File: src/rtl/l2_cpu_issuer_pkg.sv
// Shared types for the CPU-side L2 issuer: bus widths, message/response codes and the l2_cpu_req_t bundle.
// 64-bit words, 128-bit lines (two words per line); the word offset is addr[3].
package l2_cpu_issuer_pkg;

   localparam int ADDR_BITS      = 32;
   localparam int BITS_PER_WORD  = 64;
   localparam int WORDS_PER_LINE = 2;
   localparam int BITS_PER_LINE  = BITS_PER_WORD * WORDS_PER_LINE;
   localparam int W_OFF_LO       = 3;
   localparam int W_OFF_W        = 1;
   localparam int LINE_ADDR_BITS = 28;
   localparam int AMO_BITS       = 6;
   localparam int HSIZE_BITS     = 3;
   localparam int HPROT_WIDTH    = 2;
   localparam int BRESP_BITS     = 2;

   typedef logic [ADDR_BITS-1:0]      addr_t;
   typedef logic [BITS_PER_WORD-1:0]  word_t;
   typedef logic [BITS_PER_LINE-1:0]  line_t;
   typedef logic [LINE_ADDR_BITS-1:0] line_addr_t;
   typedef logic [AMO_BITS-1:0]       amo_t;
   typedef logic [HSIZE_BITS-1:0]     hsize_t;
   typedef logic [HPROT_WIDTH-1:0]    hprot_t;
   typedef logic [W_OFF_W-1:0]        w_off_t;

   typedef enum logic [1:0] {
      CPU_READ      = 2'd0,
      CPU_READ_ATOM = 2'd1,
      CPU_WRITE     = 2'd2
   } cpu_msg_t;

   typedef enum logic [BRESP_BITS-1:0] {
      BRESP_OKAY   = 2'd0,
      BRESP_EXOKAY = 2'd1,
      BRESP_SLVERR = 2'd2,
      BRESP_DECERR = 2'd3
   } bresp_t;

   typedef struct packed {
      cpu_msg_t cpu_msg;
      hsize_t   hsize;
      hprot_t   hprot;
      addr_t    addr;
      word_t    word;
      amo_t     amo;
   } l2_cpu_req_t;

   function automatic w_off_t word_off(input addr_t a);
      return a[W_OFF_LO +: W_OFF_W];
   endfunction

endpackage

File: src/rtl/l2_cpu_issuer_word_sel.sv
// Picks one word out of an L2 line by word offset.
// Purely combinational; no handshake.
module l2_cpu_issuer_word_sel
   import l2_cpu_issuer_pkg::*;
(
   input  logic [BITS_PER_LINE-1:0] line_i,
   input  logic [W_OFF_W-1:0]       off_i,
   output logic [BITS_PER_WORD-1:0] word_o
);

   always_comb begin
      word_o = '0;
      for (int i = 0; i < WORDS_PER_LINE; i++) begin
         if (off_i == w_off_t'(i)) word_o = line_i[i*BITS_PER_WORD +: BITS_PER_WORD];
      end
   end

endmodule

File: src/rtl/l2_cpu_issuer.sv
// One-outstanding CPU -> L2 request issuer; accept-to-response 3 cycles with zero-wait L2, all handshakes registered.
// Optional completion watchdog under L2_ISSUER_TIMEOUT_EN; invalidations are always sunk and counted.
module l2_cpu_issuer
   import l2_cpu_issuer_pkg::*;
#(
   parameter int TIMEOUT_CYCLES = 4096,
   parameter int INVAL_CNT_W    = 16
)
(
   input  logic                      clk,
   input  logic                      rst,
   input  logic                      cpu_req_valid,
   output logic                      cpu_req_ready,
   input  logic                      cpu_req_write,
   input  logic [AMO_BITS-1:0]       cpu_req_amo,
   input  logic [ADDR_BITS-1:0]      cpu_req_addr,
   input  logic [HSIZE_BITS-1:0]     cpu_req_hsize,
   input  logic [HPROT_WIDTH-1:0]    cpu_req_hprot,
   input  logic [BITS_PER_WORD-1:0]  cpu_req_wdata,
   output logic                      cpu_rsp_valid,
   input  logic                      cpu_rsp_ready,
   output logic [BITS_PER_WORD-1:0]  cpu_rsp_rdata,
   output logic                      cpu_rsp_err,
   output logic                      l2_cpu_req_valid,
   input  logic                      l2_cpu_req_ready,
   output l2_cpu_req_t               l2_cpu_req_o,
   input  logic                      l2_rd_rsp_valid,
   output logic                      l2_rd_rsp_ready,
   input  logic [BITS_PER_LINE-1:0]  l2_rd_rsp_line,
   input  logic                      l2_bresp_valid,
   output logic                      l2_bresp_ready,
   input  logic [BRESP_BITS-1:0]     l2_bresp,
   input  logic                      l2_inval_valid,
   output logic                      l2_inval_ready,
   input  logic [LINE_ADDR_BITS-1:0] l2_inval_addr,
   output logic [INVAL_CNT_W-1:0]    inval_cnt,
   output logic                      spurious
);

   typedef enum logic [2:0] {
      ST_IDLE, ST_ISSUE, ST_WAIT_RD, ST_WAIT_BR, ST_RESP
   } issuer_state_t;

   issuer_state_t            state_q, state_d;
   l2_cpu_req_t              req_q;
   logic                     cpu_req_ready_q, l2_req_valid_q, rsp_valid_q;
   logic                     rd_rsp_ready_q, bresp_ready_q, inval_ready_q;
   logic [BITS_PER_WORD-1:0] rdata_q;
   logic                     err_q, spurious_q;
   logic [INVAL_CNT_W-1:0]   inval_cnt_q;
   logic [BITS_PER_WORD-1:0] sel_word;
   logic                     rd_beat, br_beat, accept, tmo_hit, waiting;
   logic                     unused_inval_addr;

   assign unused_inval_addr = ^l2_inval_addr;

   assign rd_beat = l2_rd_rsp_valid & rd_rsp_ready_q;
   assign br_beat = l2_bresp_valid & bresp_ready_q;
   assign accept  = (state_q == ST_IDLE) & cpu_req_valid & cpu_req_ready_q;
   assign waiting = (state_q == ST_WAIT_RD) | (state_q == ST_WAIT_BR);

`ifdef L2_ISSUER_TIMEOUT_EN
   localparam int TMO_W = $clog2(TIMEOUT_CYCLES) + 1;
   logic [TMO_W-1:0] tmo_q;

   assign tmo_hit = waiting & (tmo_q == TMO_W'(TIMEOUT_CYCLES - 1));

   always_ff @(posedge clk) begin
      if (!rst) begin
         tmo_q <= '0;
      end else if (state_q == ST_ISSUE) begin
         tmo_q <= '0;
      end else if (waiting && !tmo_hit) begin
         tmo_q <= tmo_q + 1'b1;
      end
   end
`else
   localparam int unused_timeout_cycles = TIMEOUT_CYCLES;
   assign tmo_hit = 1'b0;
`endif

   l2_cpu_issuer_word_sel u_word_sel (
      .line_i (l2_rd_rsp_line),
      .off_i  (word_off(req_q.addr)),
      .word_o (sel_word)
   );

   always_comb begin
      state_d = state_q;
      case (state_q)
         ST_IDLE:    if (accept) state_d = ST_ISSUE;
         ST_ISSUE:   if (l2_cpu_req_ready)
                        state_d = (req_q.cpu_msg == CPU_WRITE) ? ST_WAIT_BR : ST_WAIT_RD;
         ST_WAIT_RD: if (rd_beat || tmo_hit) state_d = ST_RESP;
         ST_WAIT_BR: if (br_beat || tmo_hit) state_d = ST_RESP;
         ST_RESP:    if (cpu_rsp_ready) state_d = ST_IDLE;
         default:    state_d = ST_IDLE;
      endcase
   end

   // Handshake outputs are registered copies of the next state's decode.
   always_ff @(posedge clk) begin
      if (!rst) begin
         state_q         <= ST_IDLE;
         req_q           <= '0;
         cpu_req_ready_q <= 1'b0;
         l2_req_valid_q  <= 1'b0;
         rsp_valid_q     <= 1'b0;
         rd_rsp_ready_q  <= 1'b0;
         bresp_ready_q   <= 1'b0;
         inval_ready_q   <= 1'b0;
         rdata_q         <= '0;
         err_q           <= 1'b0;
         spurious_q      <= 1'b0;
         inval_cnt_q     <= '0;
      end else begin
         state_q         <= state_d;
         cpu_req_ready_q <= (state_d == ST_IDLE);
         l2_req_valid_q  <= (state_d == ST_ISSUE);
         rsp_valid_q     <= (state_d == ST_RESP);
         rd_rsp_ready_q  <= (state_d != ST_ISSUE) && (state_d != ST_RESP);
         bresp_ready_q   <= (state_d != ST_ISSUE) && (state_d != ST_RESP);
         inval_ready_q   <= 1'b1;

         if (accept) begin
            req_q.cpu_msg <= (cpu_req_amo != '0) ? CPU_READ_ATOM :
                             (cpu_req_write ? CPU_WRITE : CPU_READ);
            req_q.hsize   <= cpu_req_hsize;
            req_q.hprot   <= cpu_req_hprot;
            req_q.addr    <= cpu_req_addr;
            req_q.word    <= cpu_req_wdata;
            req_q.amo     <= cpu_req_amo;
         end

         if (state_q == ST_WAIT_RD && rd_beat) begin
            rdata_q <= sel_word;
            err_q   <= 1'b0;
         end else if (state_q == ST_WAIT_BR && br_beat) begin
            rdata_q <= '0;
            err_q   <= (l2_bresp != BRESP_OKAY);
         end else if (tmo_hit) begin
            rdata_q <= '0;
            err_q   <= 1'b1;
         end

         if ((rd_beat && state_q != ST_WAIT_RD) || (br_beat && state_q != ST_WAIT_BR))
            spurious_q <= 1'b1;

         if (l2_inval_valid && inval_ready_q && !(&inval_cnt_q))
            inval_cnt_q <= inval_cnt_q + 1'b1;
      end
   end

   assign cpu_req_ready    = cpu_req_ready_q;
   assign cpu_rsp_valid    = rsp_valid_q;
   assign cpu_rsp_rdata    = rdata_q;
   assign cpu_rsp_err      = err_q;
   assign l2_cpu_req_valid = l2_req_valid_q;
   assign l2_cpu_req_o     = req_q;
   assign l2_rd_rsp_ready  = rd_rsp_ready_q;
   assign l2_bresp_ready   = bresp_ready_q;
   assign l2_inval_ready   = inval_ready_q;
   assign inval_cnt        = inval_cnt_q;
   assign spurious         = spurious_q;

endmodule

File: config.mk
export PLATFORM = sky130hd
export DESIGN_NAME = l2_cpu_issuer
export DESIGN_NICKNAME = d
export VERILOG_FILES = /design/src/rtl/l2_cpu_issuer_pkg.sv /design/src/rtl/l2_cpu_issuer_word_sel.sv /design/src/rtl/l2_cpu_issuer.sv
export SDC_FILE = /design/constraint.sdc
export NUM_CORES = 1
export LEC_CHECK = 0
export ABC_AREA = 1
export CORE_AREA = 2 2 184 186
export CTS_CLUSTER_DIAMETER = 150
export CTS_CLUSTER_SIZE = 12
export DETAILED_ROUTE_END_ITERATION = 10
export DIE_AREA = 0 0 186 188
export PLACE_DENSITY = 0.56
export SYNTH_ARGS = -nofsm -noshare
export SYNTH_HDL_FRONTEND = slang
export SYNTH_SLANG_ARGS = --single-unit
File: constraint.sdc
create_clock -name clk -period 2.2 [get_ports clk]
set_clock_uncertainty 0.1 [all_clocks]
set_input_delay 0.44 -clock clk [delete_from_list [all_inputs] [get_ports clk]]
set_output_delay 0.44 -clock clk [all_outputs]
set_load 0.01 [all_outputs]
# [After elaboration in Yosys (flattened, before gate mapping)]
# Cells that the tools add are included.
[word_totals] regBits=199 latchBits=0 ram_bits=0 rom_bits=0 n_memories=0
[classes] addsub=1 n_mul=0 div=0 order_cmp=0 eq_ne=11 n_shift=0 muxes=13 bitwise_logic=5 reduce_logical=16
[op_table] operator="2-to-1 mux 64 bit" count=3
[op_table] operator="adder 16 x 1 -> 16 bit, second input constant" count=1
[op_table] operator="AND reduction 16 bit" count=1
[op_table] operator="2-to-1 mux 3 bit" count=5
[op_table] operator="one-hot mux 3 bit (5 select lines)" count=1
[op_table] operator="logical AND 1 bit" count=7
[op_table] operator="equality test 3 x 1 -> 1 bit, second input constant" count=2
[op_table] operator="equality test 3 x 2 -> 1 bit, second input constant" count=2
[op_table] operator="equality test 3 bit, second input constant" count=2
[op_table] operator="zero test 3 bit" count=2
[op_table] operator="inequality test 3 x 2 -> 1 bit, second input constant" count=2
[op_table] operator="nonzero test 6 bit" count=1
[op_table] operator="bitwise AND 1 bit" count=4
[op_table] operator="2-to-1 mux 2 bit" count=2
[op_table] operator="nonzero test 2 bit" count=2
[op_table] operator="inequality test 3 x 1 -> 1 bit, second input constant" count=1
[op_table] operator="inequality test 3 bit, second input constant" count=1
[op_table] operator="equality test 2 bit, second input constant" count=1
[op_table] operator="2-to-1 mux 1 bit" count=2
[op_table] operator="OR reduction 2 bit" count=1
[op_table] operator="zero test 1 bit" count=1
[op_table] operator="logical OR 1 bit" count=1
[op_table] operator="inverter 1 bit" count=1

# [Longest topological paths before layout]
[logic_depth] depth_word=7 depth_mapped=10 depth_no_buf=10

# [Modules after synthesis]
# A second synthesis with hierarchy kept.
[unflattened] hier_cells=1185 area_unflattened_um2=8415.6
[modules_own_cells] mod="l2_cpu_issuer" instances=1 cells_per_inst=979 area_each_um2=7571.0
[modules_own_cells] mod="l2_cpu_issuer_word_sel" instances=1 cells_per_inst=206 area_each_um2=844.6

# [Worst setup path after synthesis]
# OpenSTA, ideal clock, no wires.
[synth_path] path_type="reg-to-reg" startpoint="register inval_cnt_q[0], in the netlist inval_cnt[0]" endpoint="register inval_cnt_q[10], in the netlist inval_cnt[10]" setup_ns=0.138 arrival_ns=1.432 required_time_ns=1.962 slack_ns=0.530 path_stages_with_launch=10 path_buffers=1 synth_period_minus_slack_ns=1.670 path_cell_list="dfxtp_1 -> ha_1 -> nand3_2 -> inv_2 -> nand2_2 -> nor2_1 -> nor2_2 -> buf_4 -> nand2_1 -> a21oi_2"
[synth_via] elab_chain_len=3 elab_cells_between_ends=4 classes_between="add/sub: 1; reduce/logical: 3"
[synth_lines] element="start: declaration" line="l2_cpu_issuer.sv:50" source="logic [INVAL_CNT_W-1:0] inval_cnt_q;"
[synth_lines] element="start signal: assignment" line="l2_cpu_issuer.sv:150" source="inval_cnt_q <= inval_cnt_q + 1'b1;"
[synth_lines] element="branches (longest 3 deep; another with adder 16 x 1 -> 16 bit)"
# Several ways; the timed one is not identified.
# A chain may end at the register's enable or synchronous reset.

# [Final worst setup path]
[layout_path] startpoint="register inval_cnt_q[2], in the netlist inval_cnt[2]" endpoint="output port inval_cnt[2]"
[layout_lines] element="end: declaration" line="l2_cpu_issuer.sv:36" source="output logic [INVAL_CNT_W-1:0] inval_cnt,"
# No word-level cell between the ends.

==> results.cfg <==
[logic_synthesis]
ys_seq_area_share_pct = 48.6
synth_ff_type = dfxtp_1
yosys-top-cells-count = 243 x nor2_1, 199 x dfxtp_1, 195 x nand2_1
synth-edff-count = 0
synthArstFlopShare_pct = 0
synthSimpleGateAreaFrac_pct = 23.1
yosysWarnings = 0
synth-xor-area-share_pct = 0.642
synth_compound_gate_area_share_pct = 12.8
syn_area_per_cell_sq_um = 7.91
synthAdderAreaFrac_pct = 0.153
synth_area_sq_um = 8190
synth.most_common_cell = nor2_1
synth_top_area_share_pct = 48.6
yosysTopAreaCell = dfxtp_1
synth-seq-cells = 199
syn_nets = 1311
synth_area_leaders = dfxtp_1 49%, nor2_1 11%, nand2_1 8.9%, mux2_2 8.8%, o21ai_0 6.7%
synthCells = 1036
synth_cell_types = 30
muxShareOfSynthArea_pct = 8.80
synth_top_family_by_area = simple AND/OR/NAND/NOR gates

[cells_and_area]
synthToLayoutAreaGrowth_pct = 66.9
nets = 1730
fillers = 3367
drive_above_1_share_pct = 10.4
multiInputGateArea_sq_um = 3730
final-seq-area_sq_um = 3990
fin_cells = 1918

[grt]
track_usage_pct = 16.7
gr-total-overflow = 0
grt_pass1_wl_microns = 45100
grt_pass1_vias = 8114
grt_max_degree = 83
antenna_found_initial = 4

[timing]
whs_ps = 279
drv_slew = 0
hold_viol_final = 0
finalCritPeriodShare_pct = 95.3
timing.fmax_mhz = 477
setup_viol = 0
worst_pin_slew_ps = 939
maxSlewHeadroom_pct = 37.4
finalCriticalPeriod_ps = 2100
rsz0062_at_grt = false

[floorplan]
dieArea_sq_um = 35000
start_util_pct = 24.7
ioPinCount = 471
num_rows = 67
dieHeight_microns = 188
die_w_microns = 186
core_area_sq_um = 33100

[setup_path]
r2r_slack_ps = 260
endpoint_kind = output port
slowest_stage = clkdlybuf4s50_1
crit_chain = clkdlybuf4s50_1
startpoint_type = register
cp.required_ps = 1660
crit_buf_inv = 1
cp.arrival_ps = 1560
cp_slowest_stage_delay_ps = 600
path_class = reg2out
crit_family = buffers and inverters
crit_path_max_fanout = 7
r2r_start = inval_cnt[1]$_SDFFE_PN0P_
crit_path_start = inval_cnt[2]$_SDFFE_PN0P_

[routing]
drtAntennaViolNets = 0
wl_microns = 29900
drt_iter0_drc = 286
dr.pass1.iters = 6
vias = 8231
drt-wirelength-per-cell_microns = 15.6
drc = 0
routed_via_density = 4.29

[cts]
root_buffer = clkbuf_16
clkLatencyLatePin_ps = 450
cts-buffers-inserted = 17
cts_sinks = 199
cts_max_path_buffers = 2
htreeDepth = 4
cts_tree = done
path_clk_slew_ps = 90

[pwr]
ir_drop_mv = 0.485
total_power_mw = 8.94
powerDensity_nw_per_um2 = 654
cellLeakagePower_nw = 4.88

[worst_hold_path]
hp-start = rst
min_path_type = in2reg

[job]
drv_cap = 0

[place]
dpl.hpwl_microns = 22400
dp_cells = 1884
place.gp.congestion = 0.808
portBuffers = 442

[status]
status = complete, no violations
## cell usage in the layout (no fill, tap or decap), drive strengths merged
master and count:
clkdlybuf4s50 441, diode 2, xnor2 4, nor4 1, nand3 11, mux2 64, buf 27, clkinv 9
nand2 198, inv 33, xor2 2, ha 1, o21ai 117, nand4 7, dfxtp 199, nand3b 1
clkbuf 18, nor2 249, a21oi 82, nor3 4
## routing by layer
| metal | vias up | GRT usage, % | share of wire, % |
|---|---|---|---|
| met5 | - | 0 | 0.043 |
| met1 | 3670 | 17.2 | 38 |
| met2 | 339 | 29.3 | 48 |
| met4 | 2 | 6.18 | 2.4 |
| met3 | 36 | 8.08 | 12 |
| li1 | 4184 | - | - |
## flip-flops by register name, indices dropped and copies added, names as in the netlist
name and flops:
cpu_req_ready 1, cpu_rsp_err 1, cpu_rsp_rdata 64, cpu_rsp_valid 1, inval_cnt 16, l2_bresp_ready 1
l2_cpu_req_o 109, l2_cpu_req_valid 1, l2_inval_ready 1, spurious 1, state_q 3
## timing repair
action	in CTS	in global routing
buffers inserted	0	0
endpoints found under the setup margin	2	0
hold buffers	0	0
gates resized for setup	1	0
## logic make-up after synthesis
family,after synthesis
flip-flops,199
buffers and inverters,96
XOR/XNOR,6
adder cells (fa/ha/maj),1
AO/OA/AOI/OAI,199
multiplexers,64
AND/OR/NAND/NOR,471
## tightest hold or removal path: cells and delay by family
family / cells / cell delay [ps]
compound gates: 1 / 100
buf+inv: 1 / 190
simple gates: 1 / 40
## final cells by class
type,instances,area share (%)
repair buffers,468,34.3
flip-flops and latches,199,29.2
multi-input cells,741,27.3
well taps,448,4.10
clock buffers,18,3.21
clock inverters,14,1.14
inverters,28,0.787
diodes,2,0.0366
## final timing paths
path | end | cells after the start
worst max-delay path | inval_cnt[2] | 1
worst min-delay path | l2_cpu_req_o[67]$_SDFFE_PN0P_ | 3
worst max register to register | inval_cnt[2]$_SDFFE_PN0P_ | 9
worst min register to register | cpu_rsp_rdata[16]$_SDFFE_PN0P_ | 2
## stage by stage
stage / util (%) / TNS [ps] / area [sq um] / setup slack [ps]
final: 41.3 / 0 / 13700 / 104
after global routing: 41.3 / 0 / 13700 / 7.21
after CTS: 41.3 / 0 / 13700 / 28.5
after detailed placement: 39.5 / -7530 / 13100 / -150
after global placement: 39.5 / -6770 / 13100 / -123
after floorplan: - / 0 / 8190 / 530
## power breakdown
part           switching (mW)  internal [mW]  total [mW]  leakage (nW)
Clock                    1.62           1.56        3.18         0.293
Sequential              0.122           3.82        3.95          1.62
Combinational           0.756           1.07        1.82          2.96
Power figures use the tool's default switching activity.
==> variant 1, RTL diff (same settings) <==
`WORDS_PER_LINE`: 2 -> 1.
--- a/src/rtl/l2_cpu_issuer_pkg.sv
+++ b/src/rtl/l2_cpu_issuer_pkg.sv
@@ -6,3 +6,3 @@
    localparam int BITS_PER_WORD  = 64;
-   localparam int WORDS_PER_LINE = 2;
+   localparam int WORDS_PER_LINE = 1;
    localparam int BITS_PER_LINE  = BITS_PER_WORD * WORDS_PER_LINE;
Ports: changed (resized l2_rd_rsp_line); port bits go from 471 to 407. The function was not compared with the original's and may differ.
==> variant 1 against the original RTL <==
- sequential power about the same
- count of clock-buffer cells in the layout down 1
- wire length down 7.2%
- total power down 3.4%
- sequential cell count unchanged
- setup slack better by 0.031 ns
- synthesized area down 6.0%
- maximum frequency up 1.5%
- final area down 8.6%
- critical path depth unchanged
- largest power group unchanged
- highest routed layer unchanged
==> variant 1: results (changes against the original RTL) <==
| Metric | Value |
|---|---|
| Worst-skew pair later-pin latency | `0.45 ns (about the same)` |
| Final-layout fill cell count | `3,384 (was 3,367)` |
| VDD IR max | `520.9 µV (was 485.5 µV)` |
| Yosys warnings | `0 (unchanged)` |
| Initial antenna violation count | `2 (was 4)` |
| # diodes | `0 (was 2)` |
| Placed Area | `11,930 µm² (was 13,070 µm²)` |
| First-pass GRT wire length | `42,010 µm (was 45,060 µm)` |
| CP top delay family | `buffers and inverters (unchanged)` |
| Ys async rst share | `0 (unchanged)` |
| CTS Root Cell | `clkbuf_16 (unchanged)` |
| Final HPWL DP | `19,060 µm (was 22,440 µm)` |
| Gr usage total | `0.1542 (was 0.1674)` |
| Hold Crit Class | `in -> reg (unchanged)` |
| Fraction of layout cells with a size suffix above 1 | `0.05997 (was 0.1042)` |
| Gpl congestion | `0.7785 (was 0.8077)` |
| Leak Pwr | `4.585 nW (was 4.875 nW)` |
| Longest Clk Path Bufs | `2 (unchanged)` |
| Iteration-0 DRC Markers | `328 (was 286)` |
| Synth top cells by count | `236 x nor2_1, 199 x dfxtp_1, 76 x nand3_1, 76 x o21ai_1, 75 x a21oi_1 (was 243 x nor2_1, 199 x dfxtp_1, 195 x nand2_1)` |
| CP arrival | `1.52 ns (was 1.56 ns)` |
| Max_slew headroom | `0.6603 (was 0.3738)` |
| Vias in the first global route | `7,606 (was 8,114)` |
| Top post-synthesis cells by area | `dfxtp_1 52%, nor2_1 12%, nand4_1 5.5%, nand3_1 4.9%, o21ai_1 4.9% (was dfxtp_1 49%, nor2_1 11%, nand2_1 8.9%, mux2_2 8.8%, o21ai_0 6.7%)` |
| Multi-input combinational cell area | `3207 µm² (was 3726 µm²)` |
| H-tree depth | `4 (unchanged)` |
| Setup Buffers After CTS | `0 (unchanged)` |
| Pin count of the biggest net entering global routing | `114 (was 83)` |
| Status | `complete, no violations (unchanged)` |
| Fin nets | `1,533 (was 1,730)` |
| WL/cell | `15.56 µm (was 15.59 µm)` |
| CP max FO | `7 (unchanged)` |
| Post-CTS sizing | `0 (was 1)` |
| Slowest CP cell | `clkdlybuf4s50_1 (unchanged)` |
| Via count | `7,933 (was 8,231)` |
| PortBufs | `378 (was 442)` |
| Drt first pass iters | `4 (was 6)` |
| Netlist cell types | `30 (unchanged)` |
| Reg clk slew, reported paths | `0.08 ns` |
| Number of flip-flops in the largest register | `109 (unchanged)` |
| Syn Nets | `1,198 (was 1,311)` |
| Post-place setup slack | `0.1294 ns (was -0.1502 ns)` |
| P_int | `0.006248 W (was 0.006447 W)` |
| Register area share after synthesis | `0.5175 (was 0.4863)` |
==> variant 1: cell count changes after synthesis, moves of 7 or more <==
cell	before	now
nand2_1	195	71
o21ai_0	109	36
o21ai_1	7	76
nand3_1	9	76
mux2_2	64	0
nand4_1	6	68
clkbuf_1	25	42
nor2_1	243	236
==> variant 1: per-layer routing <==
metal | track usage | vias up | wire length (µm)
met5 | 0 | - | 23
met4 | 0.05118 | 4 | 431
met3 | 0.06661 | 26 | 2725
li1 | - | 3990 | -
met1 | 0.1806 | 3631 | 11890
met2 | 0.2514 | 282 | 12660
==> variant 1: area by class of cell <==
cell class / instances / share of cell area
multi-input combinational: 675 / 0.2566
sequential: 199 / 0.3187
clock inverter: 14 / 0.01161
tap: 448 / 0.04484
timing repair buffer: 399 / 0.3251
clock buffer: 17 / 0.03403
inverter: 30 / 0.009109
==> variant 1: path summary, 6_finish.rpt <==
kind / depth (start not counted) / slack [ns] / end / startpoint
setup / recovery: 1 / 0.14 / inval_cnt[0] / inval_cnt[0]
setup reg to reg: 7 / 0.32 / inval_cnt[3] / inval_cnt[0]
hold / removal: 1 / 0.07 / l2_inval_ready / rst
hold reg to reg: 2 / 0.36 / l2_cpu_req_o[3] / l2_cpu_req_o[3]
==> variant 1: power groups by stage <==
stage | clock, W | combinational [W] | sequential, W
3_5_place_dp | 0 | 0.00157 | 0.00402
3_3_place_gp | 0 | 0.00157 | 0.00401
2_1_floorplan | 0 | 0.000508 | 0.00412
6_report | 0.00315 | 0.00156 | 0.00394
4_1_cts | 0.00329 | 0.00158 | 0.00394
5_1_grt | 0.00341 | 0.00169 | 0.00397
==> variant 1: per-stage QoR <==
step | total power (W) | instances | hold WS [ns]
after floorplan | 0.004624 | 987 | 0.3677
after global placement | 0.005583 | 1751 | 0.3545
after detailed placement | 0.005585 | 1751 | 0.3595
after CTS | 0.008808 | 1782 | 0.04614
after global routing | 0.009070 | 1782 | 0.04823
final | 0.008641 | 1782 | 0.07080
==> variant 1: cell families (layout without fill, tap and decap cells) <==
group | after synthesis | in the layout | share of synthesized area
xor+xnor | 6 | 6 | 0.006826
buf+inv | 113 | 460 | 0.06663
compound gates | 199 | 199 | 0.1362
fa+ha+maj | 1 | 1 | 0.001625
simple gates | 469 | 469 | 0.2712
flops | 199 | 199 | 0.5175
==> variant 2, RTL diff (config.mk and constraints unchanged) <==
Without the edit above. Encoding of `issuer_state_t`: now one-hot (5 bits for 5 states).
--- a/src/rtl/l2_cpu_issuer.sv
+++ b/src/rtl/l2_cpu_issuer.sv
@@ -39,4 +39,4 @@
 
-   typedef enum logic [2:0] {
-      ST_IDLE, ST_ISSUE, ST_WAIT_RD, ST_WAIT_BR, ST_RESP
+   typedef enum logic [4:0] {
+      ST_IDLE = 5'b00001, ST_ISSUE = 5'b00010, ST_WAIT_RD = 5'b00100, ST_WAIT_BR = 5'b01000, ST_RESP = 5'b10000
    } issuer_state_t;
Formal check against the unedited RTL: no difference found for any inputs over 4 cycles, from zero or initial values and one cycle with rst low; so few cycles prove little.
==> variant 2 against the original RTL <==
- setup slack worse by 0.020 ns
- non-clock buffer count is 4 lower
- global-route usage is 0.52 points lower
- total power is 0.67% higher
- maximum frequency is 0.95% lower
- final area is 0.48% lower
- sequential power is 2% higher
- critical path depth stayed put
- synthesized area is 0.32% lower
- die area stayed put
- count of clock-buffer cells in the layout is 3 higher
- sequential cell count is 2 higher
- wire length is 0.57% higher
==> variant 2: results (changes against the original RTL) <==
| Metric | Value |
|---|---|
| First-pass GRT wire length | `45,040 µm (was 45,060 µm)` |
| Yosys warnings | `0 (unchanged)` |
| Post-DR vias/cell | `4.338 (was 4.291)` |
| Status | `complete, no violations (unchanged)` |
| Largest stage delay, worst path | `0.61 ns` |
| Fraction of layout cells with a size suffix above 1 | `0.08550 (was 0.1042)` |
| Setup Buffers After CTS | `0 (unchanged)` |
| Hold Path Sink | `l2_cpu_req_o[108] (was l2_cpu_req_o[67])` |
| Synth top cells by count | `241 x nor2_1, 201 x dfxtp_1, 199 x nand2_1 (was 243 x nor2_1, 199 x dfxtp_1, 195 x nand2_1)` |
| Gr usage total | `0.1622 (was 0.1674)` |
| Drt first pass iters | `4 (was 6)` |
| Worst hold stages | `3 (unchanged)` |
| Pin count of the biggest net entering global routing | `114 (was 83)` |
| Post-place setup slack | `0.1629 ns (was -0.1502 ns)` |
| CP top delay family | `buffers and inverters (unchanged)` |
| Vias in the first global route | `8,195 (was 8,114)` |
| Top post-synthesis cells by area | `dfxtp_1 49%, nor2_1 11%, nand2_1 9.1%, mux2_2 8.8%, o21ai_0 7.0% (was dfxtp_1 49%, nor2_1 11%, nand2_1 8.9%, mux2_2 8.8%, o21ai_0 6.7%)` |
| TritonCTS Buffers | `20 (was 17)` |
| Syn Nets | `1,320 (was 1,311)` |
| Reg clk slew, reported paths | `0.07 ns (was 0.09 ns)` |
| Post-Route WL | `30,070 µm (was 29,900 µm)` |
| Sw Ratio | `0.2606 (was 0.2792)` |
| VDD IR max | `503.4 µV (was 485.5 µV)` |
| R2r startpoint | `state_q[0] (was inval_cnt[1])` |
| Hold Crit Class | `in -> reg (unchanged)` |
| Worst-skew pair later-pin latency | `0.51 ns (was 0.45 ns)` |
| Final HPWL DP | `21,440 µm (was 22,440 µm)` |
| Leak Pwr | `5.063 nW (was 4.875 nW)` |
| FF-to-FF path depth | `7 (was 9)` |
| Cell taking the most area after synthesis | `dfxtp_1 (unchanged)` |
| Fin nets | `1,737 (was 1,730)` |
| Iteration-0 DRC Markers | `277 (was 286)` |
| RR Endpoint | `cpu_rsp_rdata[10] (was inval_cnt[2])` |
| H-tree depth | `1 (was 4)` |
| Longest Clk Path Bufs | `3 (was 2)` |
| CP arrival | `1.58 ns (was 1.56 ns)` |
| Worst-Margin Slew | `0.4773 ns (was 0.9393 ns)` |
| Initial antenna violation count | `3 (was 4)` |
| Register area share after synthesis | `0.4928 (was 0.4863)` |
| Post-CTS sizing | `2 (was 1)` |
| Netlist cell types | `27 (was 30)` |
| Gpl congestion | `0.7684 (was 0.8077)` |
| Flop-to-flop setup slack | `0.38 ns (was 0.26 ns)` |
variant 2: through the flow:
stage	std cells	power, W	instance area (µm²)	util	hold slack (ns)
CTS	1910	0.009223	13600	0.4108	0.1535
floorplan	1045	0.004815	8165	-	0.3677
finish	1911	0.009004	13610	0.4110	0.1835
global route	1911	0.009478	13610	0.4110	0.1844
detailed placement	1888	0.005996	13080	0.3949	0.3512
global placement	1888	0.005990	13080	0.3949	0.3476
variant 2: final cells by class:
cell class / count / area (µm²)
Fill cell: 3362 / 19510
Timing Repair Buffer: 464 / 4695
Sequential cell: 201 / 4026
Multi-Input combinational cell: 747 / 3687
Tap cell: 448 / 560.5
Clock buffer: 21 / 525.5
Inverter: 28 / 106.4
Clock inverter: 1 / 5.005
Antenna cell: 1 / 2.502
variant 2: worst max path at each step:
stage	from	to	slack [ns]	depth (start not counted)
CTS	inval_cnt[9]	inval_cnt[9]	0.02	1
detailed placement	cpu_req_valid	l2_cpu_req_o[27]	0.16	7
finish	inval_cnt[2]	inval_cnt[2]	0.08	1
floorplan	inval_cnt[0]	inval_cnt[14]	0.40	9
global route	inval_cnt[2]	inval_cnt[2]	0.01	1
global placement	l2_bresp_valid	cpu_rsp_rdata[36]	0.15	7
variant 2: cells by family after synthesis:
kind of cell,after synthesis,share of synthesized area
AO/OA/AOI/OAI,205,0.1281
XOR/XNOR,8,0.008581
adder cells (fa/ha/maj),1,0.001532
buffers and inverters,97,0.05808
flip-flops,201,0.4928
multiplexers,64,0.08826
AND/OR/NAND/NOR,469,0.2226
variant 2: per-layer routing:
metal	routed length, µm	track usage	vias to the layer above
li1	-	-	4199
met1	11880	0.1812	3689
met2	14160	0.2841	352
met3	3316	0.06390	46
met4	684	0.04391	4
met5	26	0	-
variant 2: power by group through the flow:
stage	clock [W]	sequential (W)	combinational [W]
after floorplan	0	0.00419	0.000625
after global placement	0	0.00408	0.00191
after detailed placement	0	0.00409	0.00190
after CTS	0.00330	0.00402	0.00191
after global routing	0.00340	0.00404	0.00203
final	0.00311	0.00402	0.00188
